### config.mk
export PLATFORM = sky130hd
export DESIGN_NAME = muldiv_seq_flat
export DESIGN_NICKNAME = d
export VERILOG_FILES = /design/src/rtl/muldiv_seq_if.sv /design/src/rtl/muldiv_seq.sv /design/src/flat_wrapper.sv
export SDC_FILE = /design/constraint.sdc
export NUM_CORES = 1
export LEC_CHECK = 0
export ABC_AREA = 1
export ABC_CLOCK_PERIOD_IN_PS = 4050
export CAP_MARGIN = 20
export CORE_AREA = 2 2 132 198
export CTS_CLUSTER_SIZE = 8
export DETAILED_ROUTE_END_ITERATION = 10
export DIE_AREA = 0 0 134 200
export GPL_TIMING_DRIVEN = 0
export PLACE_DENSITY = 0.77
export SETUP_SLACK_MARGIN = 0.4
export SYNTH_ARGS = -nofsm -noshare
export SYNTH_HDL_FRONTEND = slang
export SYNTH_SLANG_ARGS = --single-unit
### constraint.sdc
create_clock -name clk -period 4.05 [get_ports clk]
set_input_delay 1.215 -clock clk [delete_from_list [all_inputs] [get_ports clk]]
set_output_delay 1.215 -clock clk [all_outputs]
set_load 0.01 [all_outputs]
### src/rtl/muldiv_seq_if.sv
// Decoder <-> muldiv_seq handshake bundle. Signal names carry the sequencer's own
// direction suffixes so both sides refer to the same port names.
interface muldiv_seq_if #(
    parameter int WIDTH = 32
);
    logic             start_i;
    logic             flush_i;
    logic [2:0]       op_i;
    logic [WIDTH-1:0] a_i;
    logic [WIDTH-1:0] b_i;
    logic [WIDTH-1:0] result_o;
    logic             done_o;
    logic             busy_o;
    logic             stall_o;
    logic             illegal_o;

    modport master (
        output start_i, flush_i, op_i, a_i, b_i,
        input  result_o, done_o, busy_o, stall_o, illegal_o
    );

    modport slave (
        input  start_i, flush_i, op_i, a_i, b_i,
        output result_o, done_o, busy_o, stall_o, illegal_o
    );
endinterface

### src/rtl/muldiv_seq.sv
// Iterative radix-2 RISC-V M-extension multiply/divide sequencer (one bit per cycle).
// Define MULDIV_DIV_EN to build the restoring divider; otherwise divide ops return illegal_o.
module muldiv_seq #(
    parameter int WIDTH = 32
) (
    input  logic        clk,
    input  logic        rst_n,
    muldiv_seq_if.slave bus
);
    localparam int CW = $clog2(WIDTH);

    localparam logic [1:0] S_IDLE = 2'd0;
    localparam logic [1:0] S_RUN  = 2'd1;
    localparam logic [1:0] S_DONE = 2'd2;

    logic [1:0]         state_q, state_d;
    logic [CW-1:0]      cnt_q, cnt_d;
    logic [WIDTH-1:0]   hi_q, hi_d, lo_q, lo_d;
    logic [WIDTH-1:0]   b_mag_q, b_mag_d, result_q, result_d;
    logic               neg_q, neg_d, hi_sel_q, hi_sel_d;
`ifdef MULDIV_DIV_EN
    logic               div_q, div_d, rem_q, rem_d;
`else
    logic               illegal_q, illegal_d;
`endif

    logic               op_div, a_signed, b_signed, a_neg, b_neg, accept;
    logic [WIDTH-1:0]   a_mag, b_mag;
    logic [WIDTH:0]     mul_sum;
    logic [WIDTH-1:0]   hi_nx, lo_nx, mul_word, final_word;
    logic [2*WIDTH-1:0] prod_nx, prod_c;

    // Operand decode: signed ops work on magnitudes and fix the sign on the way out.
    assign op_div   = bus.op_i[2];
    assign a_signed = (bus.op_i == 3'b001) || (bus.op_i == 3'b010) ||
                      (bus.op_i == 3'b100) || (bus.op_i == 3'b110);
    assign b_signed = (bus.op_i == 3'b001) || (bus.op_i == 3'b100) || (bus.op_i == 3'b110);
    assign a_neg    = a_signed & bus.a_i[WIDTH-1];
    assign b_neg    = b_signed & bus.b_i[WIDTH-1];
    assign a_mag    = a_neg ? -bus.a_i : bus.a_i;
    assign b_mag    = b_neg ? -bus.b_i : bus.b_i;
    assign accept   = bus.start_i & ~bus.flush_i & ((state_q == S_IDLE) || (state_q == S_DONE));

    // Multiply step: {hi,lo} holds partial product above the unconsumed multiplier bits.
    assign mul_sum = {1'b0, hi_q} + (lo_q[0] ? {1'b0, b_mag_q} : '0);

`ifdef MULDIV_DIV_EN
    logic             div_ge, div_zero, div_ovf;
    logic [WIDTH:0]   div_shift, div_diff;
    logic [WIDTH-1:0] div_word;

    // Restoring step: hi is the partial remainder, lo shifts dividend out and quotient in.
    assign div_shift = {hi_q, lo_q[WIDTH-1]};
    assign div_diff  = div_shift - {1'b0, b_mag_q};
    assign div_ge    = ~div_diff[WIDTH];
    assign hi_nx     = div_q ? (div_ge ? div_diff[WIDTH-1:0] : div_shift[WIDTH-1:0])
                             : mul_sum[WIDTH:1];
    assign lo_nx     = div_q ? {lo_q[WIDTH-2:0], div_ge} : {mul_sum[0], lo_q[WIDTH-1:1]};
    assign div_zero  = (bus.b_i == '0);
    assign div_ovf   = op_div & b_signed & (bus.a_i == {1'b1, {(WIDTH-1){1'b0}}}) &
                       (bus.b_i == '1);
`else
    assign hi_nx     = mul_sum[WIDTH:1];
    assign lo_nx     = {mul_sum[0], lo_q[WIDTH-1:1]};
`endif

    assign prod_nx  = {hi_nx, lo_nx};
    assign prod_c   = neg_q ? -prod_nx : prod_nx;
    assign mul_word = hi_sel_q ? prod_c[2*WIDTH-1:WIDTH] : prod_c[WIDTH-1:0];
`ifdef MULDIV_DIV_EN
    assign div_word   = rem_q ? hi_nx : lo_nx;
    assign final_word = div_q ? (neg_q ? -div_word : div_word) : mul_word;
`else
    assign final_word = mul_word;
`endif

    always_comb begin
        // NOTE: every _d gets a default first, so no path can infer a latch.
        state_d  = state_q;
        cnt_d    = cnt_q;
        hi_d     = hi_q;
        lo_d     = lo_q;
        b_mag_d  = b_mag_q;
        neg_d    = neg_q;
        hi_sel_d = hi_sel_q;
        result_d = result_q;
`ifdef MULDIV_DIV_EN
        div_d    = div_q;
        rem_d    = rem_q;
`else
        illegal_d = 1'b0;
`endif
        case (state_q)
            S_RUN: begin
                hi_d  = hi_nx;
                lo_d  = lo_nx;
                cnt_d = cnt_q + CW'(1);
                if (cnt_q == CW'(WIDTH - 1)) begin
                    state_d  = S_DONE;
                    result_d = final_word;
                end
            end
            S_DONE:  state_d = S_IDLE;
            default: state_d = state_q;
        endcase

        if (accept) begin
            state_d  = S_RUN;
            cnt_d    = '0;
            hi_d     = '0;
            lo_d     = a_mag;
            b_mag_d  = b_mag;
            neg_d    = (op_div & bus.op_i[1]) ? a_neg : (a_neg ^ b_neg);
            hi_sel_d = bus.op_i[1] | bus.op_i[0];
`ifdef MULDIV_DIV_EN
            div_d    = op_div;
            rem_d    = bus.op_i[1];
            if (op_div && div_zero) begin
                state_d  = S_DONE;
                result_d = bus.op_i[1] ? bus.a_i : '1;
            end else if (div_ovf) begin
                state_d  = S_DONE;
                result_d = bus.op_i[1] ? '0 : {1'b1, {(WIDTH-1){1'b0}}};
            end
`else
            if (op_div) begin
                state_d   = S_DONE;
                result_d  = '0;
                illegal_d = 1'b1;
            end
`endif
        end

        // An aborted operation leaves the previous result visible.
        if (bus.flush_i) begin
            state_d  = S_IDLE;
            result_d = result_q;
        end
    end

    always_ff @(posedge clk or negedge rst_n) begin
        if (!rst_n) begin
            state_q   <= S_IDLE;
            cnt_q     <= '0;
            hi_q      <= '0;
            lo_q      <= '0;
            b_mag_q   <= '0;
            neg_q     <= 1'b0;
            hi_sel_q  <= 1'b0;
            result_q  <= '0;
`ifdef MULDIV_DIV_EN
            div_q     <= 1'b0;
            rem_q     <= 1'b0;
`else
            illegal_q <= 1'b0;
`endif
        end else begin
            // NOTE: non-blocking only, so every register samples pre-edge values.
            state_q   <= state_d;
            cnt_q     <= cnt_d;
            hi_q      <= hi_d;
            lo_q      <= lo_d;
            b_mag_q   <= b_mag_d;
            neg_q     <= neg_d;
            hi_sel_q  <= hi_sel_d;
            result_q  <= result_d;
`ifdef MULDIV_DIV_EN
            div_q     <= div_d;
            rem_q     <= rem_d;
`else
            illegal_q <= illegal_d;
`endif
        end
    end

    assign bus.result_o = result_q;
    assign bus.done_o   = (state_q == S_DONE);
    assign bus.busy_o   = (state_q == S_RUN);
    assign bus.stall_o  = accept | (state_q == S_RUN);
`ifdef MULDIV_DIV_EN
    assign bus.illegal_o = 1'b0;
`else
    assign bus.illegal_o = illegal_q;
`endif
endmodule

### src/flat_wrapper.sv
// flat-port wrapper written by rule: the top's interface ports become plain ports
module muldiv_seq_flat 
#(
    parameter int WIDTH = 32
)
  (clk, rst_n, bus_start_i, bus_flush_i, bus_op_i, bus_a_i, bus_b_i, bus_result_o, bus_done_o, bus_busy_o, bus_stall_o, bus_illegal_o);
  muldiv_seq_if #(.WIDTH(WIDTH)) bus_i ();
  input  logic clk;
  input  logic rst_n;
  input wire logic [$bits(bus_i.start_i)-1:0] bus_start_i;
  input wire logic [$bits(bus_i.flush_i)-1:0] bus_flush_i;
  input wire logic [$bits(bus_i.op_i)-1:0] bus_op_i;
  input wire logic [$bits(bus_i.a_i)-1:0] bus_a_i;
  input wire logic [$bits(bus_i.b_i)-1:0] bus_b_i;
  output wire logic [$bits(bus_i.result_o)-1:0] bus_result_o;
  output wire logic [$bits(bus_i.done_o)-1:0] bus_done_o;
  output wire logic [$bits(bus_i.busy_o)-1:0] bus_busy_o;
  output wire logic [$bits(bus_i.stall_o)-1:0] bus_stall_o;
  output wire logic [$bits(bus_i.illegal_o)-1:0] bus_illegal_o;
  assign bus_i.start_i = bus_start_i;
  assign bus_i.flush_i = bus_flush_i;
  assign bus_i.op_i = bus_op_i;
  assign bus_i.a_i = bus_a_i;
  assign bus_i.b_i = bus_b_i;
  assign bus_result_o = bus_i.result_o;
  assign bus_done_o = bus_i.done_o;
  assign bus_busy_o = bus_i.busy_o;
  assign bus_stall_o = bus_i.stall_o;
  assign bus_illegal_o = bus_i.illegal_o;
  muldiv_seq #(.WIDTH(WIDTH)) u_core (.clk(clk), .rst_n(rst_n), .bus(bus_i));
endmodule
# --- Word-level counts from Yosys, hierarchy flattened ---
# Cells that the tools add are included.
op_classes:
  addsub: 5
  n_eq_ne: 8
  n_mux: 23
  n_bitwise: 9
  reduce_logical: 10
op_table:
  columns: ["cell", "n"]
  rows:
  - ["2-to-1 mux 32 bit", 12]
  - ["2-to-1 mux 64 bit", 1]
  - ["negator 32 bit", 2]
  - ["negator 64 bit", 1]
  - ["adder 32 x 33 -> 33 bit", 1]
  - ["2-to-1 mux 5 bit", 2]
  - ["2-to-1 mux 2 bit", 4]
  - ["== test 3 bit (second input constant)", 2]
  - ["logical OR 1 bit", 6]
  - ["adder 5 x 1 -> 5 bit (second input constant)", 1]
  - ["bitwise AND 1 bit", 5]
  - ["== test 5 bit (second input constant)", 1]
  - ["inequality test 4 x 2 -> 1 bit (second input constant)", 1]
  - ["case mux 2 bit (2 select lines)", 1]
  - ["nonzero test 4 bit", 1]
  - ["== test 3 x 1 -> 1 bit (second input constant)", 1]
  - ["== test 3 x 2 -> 1 bit (second input constant)", 1]
  - ["2-to-1 mux 1 bit", 3]
  - ["== test 2 x 1 -> 1 bit (second input constant)", 1]
  - ["== test 2 bit (second input constant)", 1]
  - ["zero test 2 bit", 1]
  - ["bitwise OR 1 bit", 2]
  - ["AND reduction 2 bit", 1]
  - ["nonzero test 2 bit", 1]
  - ["2 further kinds", 2]
totals:
  regBits: 138
  inputBits: 71

# --- Longest topological paths before layout ---
# Gate-level depths: netlist (run 1).
logic_depth:
  depth_word: 9
  mapped_depth: 28

# --- Least setup slack after synthesis (run 1) ---
# No wires, ideal clock.
synth_path:
  path_type: "input to output"
  startpoint: "input bus_start_i"
  endpoint: "output bus_stall_o"
  t_arrival_ns: 2.059
  required_ns: 2.835
  path_slack_ns: 0.776
  cell_stages: 5
  cell_sequence: "o21ai_0 nor2_1 nor2_1 inv_1 clkbuf_1"
synth_between:
  elab_chain_len: 3
synth_lines:
  columns: ["element", "line_no", "rtl"]
  rows:
  - ["from (decl)", "flat_wrapper.sv:10", "input wire logic [$bits(bus_i.start_i)-1:0] bus_start_i;"]
  - ["bitwise AND 1 bit (2 in a row)", "muldiv_seq.sv:42", "assign accept = bus.start_i & ~bus.flush_i & ((state_q == S_IDLE) || (state_q == S_DONE));"]
  - ["bitwise OR 1 bit", "muldiv_seq.sv:179", "assign bus.stall_o = accept | (state_q == S_RUN);"]
  - ["to (decl)", "flat_wrapper.sv:18", "output wire logic [$bits(bus_i.stall_o)-1:0] bus_stall_o;"]
# No other way between the ends.

# --- Final worst setup path (run 1) ---
# Same ends and word-level chain as after synthesis.

==> results of run 1 <==
## stage by stage
stage / setup slack (ns) / instance area, um2 / power, mW / util, % / hold slack, ns
floorplan: 0.776 / 12400 / 5.97 / - / 0.449
CTS: 0.407 / 14500 / 9.45 / 58.3 / 0.489
finish: 0.483 / 14900 / 9.83 / 59.6 / 0.485
detailed placement: -0.710 / 13900 / 7.75 / 55.6 / 0.474
global route: 0.382 / 14900 / 10.6 / 59.6 / 0.521
global placement: -3.87 / 13800 / 7.66 / 55.5 / 0.468
## flip-flops by register name, indices dropped and copies added, names as in the netlist
register,count
u_core.hi_sel_q,1
u_core.state_q,2
u_core.hi_q,32
u_core.bus.illegal_o,1
u_core.neg_q,1
u_core.bus.result_o,32
u_core.lo_q,32
u_core.b_mag_q,32
u_core.cnt_q,5
## routing by layer
layer	up-vias	part of all wire [%]	wire, um	global-route usage, %
met4	0	8.3	3770	26.6
met3	181	4.5	2040	5.25
met5	-	0	0	0
li1	6836	-	-	-
met2	514	51	23300	63.8
met1	6567	36	16400	35.3
## worst max path at each step
stage,start,to,slack (ns),cells after the start
2_1_floorplan,bus_start_i,bus_stall_o,0.78,5
6_report,bus_start_i,bus_stall_o,0.48,7
4_1_cts,bus_a_i[0],u_core.lo_q[30]$_DFFE_PN0P_,0.41,18
5_1_grt,u_core.lo_q[0]$_DFFE_PN0P_,u_core.bus.result_o[31]$_DFFE_PN0N_,0.38,23
3_3_place_gp,rst_n,u_core.hi_q[22]$_DFFE_PN0P_,-3.87,1
3_5_place_dp,bus_start_i,bus_stall_o,-0.71,7
## worst max-delay path: stages
cell and delay, ns:
clkdlybuf4s50_1 0.45, o21ai_0 0.09, nor2_2 0.15, nor2_2 0.08, inv_1 0.09, clkbuf_8 0.15, buf_2 0.12
## synth_stat cells, types with 2 or more instances
cell type	n	area, um2
nand2_1	692	2600
inv_1	288	1080
nor2_1	204	766
nand3_1	157	786
o21ai_0	143	716
dfrtp_1	138	3450
a21oi_1	58	290
clkbuf_1	50	188
ha_1	40	500
xor2_1	36	315
o221ai_1	30	263
nor3_1	26	130
nand2_2	17	106
nand4_1	17	106
a31oi_1	13	81.3
nand3b_1	12	90.1
xnor2_1	11	96.3
nor2_2	10	62.6
o21ai_1	9	45.0
buf_1	8	30.0
buf_2	7	35.0
a22oi_1	6	45.0
nand3_2	6	60.1
nor4_1	6	37.5
o211ai_1	6	45.0
or2_2	6	37.5
and2_1	5	31.3
o21bai_1	5	37.5
o22ai_1	5	31.3
nor3_2	4	40.0
o21ai_2	4	35.0
o31ai_1	4	30.0
nor2_4	3	33.8
a21o_1	2	15.0
a22o_1	2	17.5
a31o_2	2	17.5
and3_1	2	12.5
clkinv_1	2	7.51
## power by group
| part | leakage [nW] | internal, mW | switching, mW |
|---|---|---|---|
| clock network | 0.293 | 1.00 | 0.631 |
| registers | 1.80 | 1.85 | 0.384 |
| logic | 5.46 | 1.90 | 4.07 |
## timing repair
action	in CTS	in global routing
buffers inserted	4	5
pin swaps	4	11
gates resized for setup	20	88
setup endpoints to repair	28	69
## cell type report
class / count / area [um2] / area share, %
Timing Repair Buffer: 116 / 1150 / 7.74
Buffer: 65 / 285 / 1.92
Clock buffer: 21 / 460 / 3.09
Sequential cell: 138 / 3450 / 23.2
Clock inverter: 10 / 143 / 0.958
Tap cell: 328 / 410 / 2.76
Multi-Input combinational cell: 1552 / 7890 / 53.0
Inverter: 290 / 1090 / 7.31
## cell families after synthesis
kind of cell               after synthesis
adders and majority gates               41
DFF                                    138
and+or+nand+nor                       1171
AOI/OAI and AO/OA                      293
xor gates and xnor gates                47
buffers and inverters                  355
==> flow_metrics.py, run 1 <==
metrics = {
    "global_route": {
        "grt_pass1_wl_mm": 71.4,
        "grt_antenna_before_repair": 0,
        "grt_pass1_vias": 13900,
        "grt_max_degree": 81,
        "grt_usage_pct": 34.8,
        "grt_overflow": 0,
    },
    "cells_and_area": {
        "drive_gt1_share_pct": 8.07,
        "n_antenna_cell": 0,
        "num-nets-final": 2292,
        "area_growth_pct": 20.2,
        "stdcell_count": 2520,
        "layout_common_cells": "677 x nand2_1, 287 x inv_1, 185 x nor2_1",
        "n_fill_cell": 2440,
        "mostFrequentLayoutCell": "nand2_1",
    },
    "detailed_routing": {
        "viasPerCell": 5.59,
        "via_count": 14100,
        "routed_wl_mm": 45.6,
        "drc": 0,
        "firstDrtPassIters": 8,
        "first_iter_violations": 895,
        "wire_per_inst_um": 18.1,
        "postRouteAntennaNets": 0,
    },
    "setup_path": {
        "end_kind": "output pin",
        "r2r_cells": 23,
        "required_ns": 2.83,
        "crit_arrival_ns": 2.35,
        "worst_r2r_endpoint": "u_core.bus.result_o[31]$_DFFE_PN0N_",
        "r2r-start": "u_core.lo_q[0]$_DFFE_PN0P_",
        "crit_type": "primary input to output pin",
        "worstPathMaxFanout": 4,
        "cp-start-kind": "primary input",
        "rrSetupSlack_ns": 0.57,
    },
    "synthesis": {
        "muxShareOfSynthArea_pct": 0,
        "synth.distinct_cells": 47,
        "synth-seq-cells": 138,
        "synth_edf_count": 0,
        "synth_nets": 2157,
        "synthCells": 2045,
        "syn-cell-area_um2": 12400,
        "synth-xor-area-share_pct": 3.33,
        "ys.warnings.count": 0,
        "synth_compound_area_share_pct": 13.8,
        "synthArstFlopShare_pct": 100,
        "yosysSeqAreaShare_pct": 27.9,
        "synthFlopType": "dfrtp_1",
        "synthAdderAreaFrac_pct": 4.21,
        "yosys.area_share.simple_pct": 39.9,
        "syn_avg_cell_area_um2": 6.05,
        "synth_top_family_by_area": "simple AND/OR/NAND/NOR gates",
    },
    "timing": {
        "hold_viol": 0,
        "max_freq_mhz": 280,
        "finalClockSkew_ns": 0.00798,
        "fin_crit_ns": 3.57,
        "rsz0062_at_grt": "yes",
        "slew_viol_final": 0,
        "setup_viol": 0,
        "finalCritPeriodShare_pct": 88.1,
        "tightest_slew_ns": 0.940,
        "relSlewSlack_pct": 37.3,
        "fin_setup_tns_ns": 0,
    },
    "clocking": {
        "max-clock-path-buffers": 2,
        "path_clk_slew_ns": 0.06,
        "clock_sinks": 138,
        "cts_tree": "built",
        "root_buffer": "clkbuf_16",
        "cts-buffers-inserted": 17,
        "insertion_delay_ns": 0.44,
        "cts_max_level": 4,
        "cts_hold_buf": 0,
    },
    "worst_hold_path": {
        "min_to": "u_core.b_mag_q[8]$_DFFE_PN0P_",
        "hp-start": "u_core.b_mag_q[8]$_DFFE_PN0P_",
        "holdPathStages": 2,
        "hp-class": "register to register",
    },
    "floorplan": {
        "dieArea_um2": 26800,
        "die_h_um": 200,
        "initial_core_util_pct": 49.6,
        "ios": 107,
        "num_rows": 71,
        "die_x_um": 134,
        "core_area_um2": 25000,
    },
    "placement": {
        "dpl.cell_count": 2480,
        "gp_congestion": 1.08,
        "dp_hpwl_mm": 36.4,
        "io_buffers": 106,
    },
    "power": {
        "power_leakage_nw": 7.56,
        "vdd_drop_max_v": 0.000454,
        "powerDensity_nw_per_um2": 660,
    },
    "run": {
        "cap_violations": 0,
    },
    "run_status": {
        "status": "completed",
    },
}
(Power assumes the default switching activity.)
==> run 2, diff against run 1 <==
PLACE_DENSITY = 0.7   (was 0.77)
REMOVE_ABC_BUFFERS = 1   (was not set)
SKIP_CTS_REPAIR_TIMING = 1   (was not set)
==> run 2 against run 1 <==
Compared with the run above: critical path depth decreased by 1; critical endpoint unchanged; power decreased by 3.9%; fmax decreased by 4.3%; sequential power about the same; largest cell class unchanged; first-iteration DRC count fell by 5.7%; setup slack worse by 0.16 ns; largest power group unchanged; clock-buffer cell count shrank 3; clock power barely moved; die area did not move.
==> flow_metrics.py, run 2 (synthesized netlist as in run 1, its figures left out) <==
metrics = {
    "setup_path": {
        "cp_top_family": "buffers and inverters",
        "crit_arrival_ns": 2.51,
        "cpPeakStageDelay_ns": 0.42,
        "crit_type": "primary input to output pin",
        "cp-start-kind": "primary input",
        "critPathBufInv": 3,
        "cpMostUsedCell": "nor2_4",
        "worstPathMaxFanout": 5,
        "crit_path_top_delay_cell": "clkdlybuf4s50_1",
        "end_kind": "output pin",
        "required_ns": 2.83,
        "crit_chain": "clkdlybuf4s50_1 -> o21ai_2 -> nor2_4 -> nor2_4 -> clkinvlp_4 -> clkbuf_2",
    },
    "power": {
        "powerDensity_nw_per_um2": 636,
        "power_frac_seq_pct": 23.9,
        "combPwrFrac_pct": 58.6,
        "power_mw": 9.44,
        "power_frac_clock_pct": 17.5,
        "cell_internal_pwr_mw": 4.73,
        "power_switching_mw": 4.71,
        "sw_frac_of_total_pct": 49.9,
        "vdd_drop_max_v": 0.000336,
        "power_leakage_nw": 7.57,
    },
    "clocking": {
        "root_buffer": "clkbuf_16",
        "insertion_delay_ns": 0.44,
        "cts_max_level": 4,
        "cts_tree": "built",
        "clock_sinks": 138,
        "cts-buffers-inserted": 17,
        "path_clk_slew_ns": 0.06,
        "max-clock-path-buffers": 2,
    },
    "cells_and_area": {
        "fin_area_um2": 14800,
        "area_growth_pct": 20.0,
        "drive_gt1_share_pct": 8.41,
        "num-nets-final": 2250,
        "n_fill_cell": 2489,
        "stdcell_count": 2479,
        "layout_common_cells": "683 x nand2_1, 282 x inv_1, 186 x nor2_1",
        "n_antenna_cell": 0,
        "mostFrequentLayoutCell": "nand2_1",
    },
    "floorplan": {
        "core_area_um2": 25000,
        "num_rows": 71,
        "ios": 107,
        "die_x_um": 134,
        "die_h_um": 200,
        "initial_core_util_pct": 49.6,
        "dieArea_um2": 26800,
    },
    "placement": {
        "gp_congestion": 0.930,
        "preCtsSetupSlack_ns": -1.60,
        "dpl.cell_count": 2425,
        "io_buffers": 106,
        "place_area_um2": 13800,
        "dp_hpwl_mm": 30.4,
    },
    "global_route": {
        "grt_max_degree": 92,
        "grt_antenna_before_repair": 0,
        "grt_pass1_vias": 13000,
        "grt_usage_pct": 30.0,
        "grt_pass1_wl_mm": 63.4,
        "grt_overflow": 0,
    },
    "timing": {
        "fin_crit_ns": 3.73,
        "hold_viol": 0,
        "fin_setup_tns_ns": 0,
        "setup_viol": 0,
        "relSlewSlack_pct": 25.4,
        "tightest_slew_ns": 1.12,
        "finalClockSkew_ns": 0.0110,
        "finalCritPeriodShare_pct": 92.0,
        "slew_viol_final": 0,
        "max_freq_mhz": 268,
        "rsz0062_at_grt": "yes",
        "setup_slack_ns": 0.324,
    },
    "run_status": {
        "status": "completed",
    },
    "detailed_routing": {
        "routed_wl_mm": 40.5,
        "via_count": 13500,
        "first_iter_violations": 844,
        "drc": 0,
        "firstDrtPassIters": 7,
        "wire_per_inst_um": 16.3,
        "postRouteAntennaNets": 0,
        "viasPerCell": 5.44,
    },
    "run": {
        "cap_violations": 0,
    },
    "worst_hold_path": {
        "hp-class": "register to register",
    },
}
## run 2: changes by cell type in the layout (fill, tap and decap cells not counted), moves of 4 or more
cell        change
clkbuf_1       -44
buf_4          +10
buf_1           -8
ha_1            +8
buf_2           -7
ha_2            -6
nand2_1         +6
nand2_2         -6
clkinvlp_4      +5
inv_1           -5
buf_12          +4
## run 2: power by group through the flow
stage / clock network [mW] / registers [mW] / logic, mW
floorplan: 0 / 2.24 / 3.65
global placement: 0 / 2.38 / 4.90
detailed placement: 0 / 2.30 / 5.16
CTS: 1.67 / 2.28 / 5.19
global route: 1.72 / 2.32 / 6.21
finish: 1.65 / 2.26 / 5.53
## run 2: metrics by stage
step	utilization (%)	hold slack, ns
after CTS	57.8	0.486
after detailed placement	55.4	0.466
after global routing	59.5	0.504
final	59.5	0.483
after global placement	54.5	0.467
after floorplan	-	0.449
## run 2: final timing paths
check	start	end	slack [ns]	cells past startpoint
max	bus_start_i	bus_stall_o	0.32	6
min reg2reg	u_core.b_mag_q[2]$_DFFE_PN0P_	u_core.b_mag_q[2]$_DFFE_PN0P_	0.48	2
max in group asynchronous	rst_n	u_core.lo_q[27]$_DFFE_PN0P_	2.47	2
min	u_core.b_mag_q[2]$_DFFE_PN0P_	u_core.b_mag_q[2]$_DFFE_PN0P_	0.48	2
min in group asynchronous	rst_n	u_core.b_mag_q[5]$_DFFE_PN0P_	0.72	1
max reg2reg	u_core.lo_q[0]$_DFFE_PN0P_	u_core.bus.result_o[19]$_DFFE_PN0N_	0.58	25
## run 2: area by class of cell
type	instances	area, um2	area share, %
Timing Repair inverter	3	15.0	0.101
Multi-Input combinational cell	1553	7850	52.8
Clock buffer	18	439	2.96
Clock inverter	14	170	1.15
Sequential cell	138	3460	23.3
Tap cell	328	410	2.76
Timing Repair Buffer	135	1420	9.53
Inverter	290	1100	7.38
## run 2: worst reg2reg max path, stage by stage, from the launching register on
cell,delay [ns]
dfrtp_2,0.48
buf_16,0.19
nand2_1,0.08
inv_1,0.04
ha_1,0.41
nand2_2,0.14
inv_1,0.07
nand2_1,0.05
nand2_1,0.09
nand2_1,0.06
nand2_1,0.11
inv_1,0.07
nand2_1,0.16
nand2_1,0.09
nand2_2,0.13
nand2_1,0.13
nor2_1,0.13
nand3_2,0.13
nor2_2,0.17
nor2_1,0.07
nand2_1,0.11
nand3_1,0.11
nand3_1,0.16
nand2_1,0.08
nand2_1,0.07
nand2_1,0.05
## run 2: layer usage
layer	part of all wire, %	up-vias	wire (um)	GRT usage, %
li1	-	6722	-	-
met1	38	6184	15500	33.4
met3	4.6	135	1850	3.23
met2	51	452	20500	55.5
met4	6.4	0	2610	16.8
met5	0	-	0	0
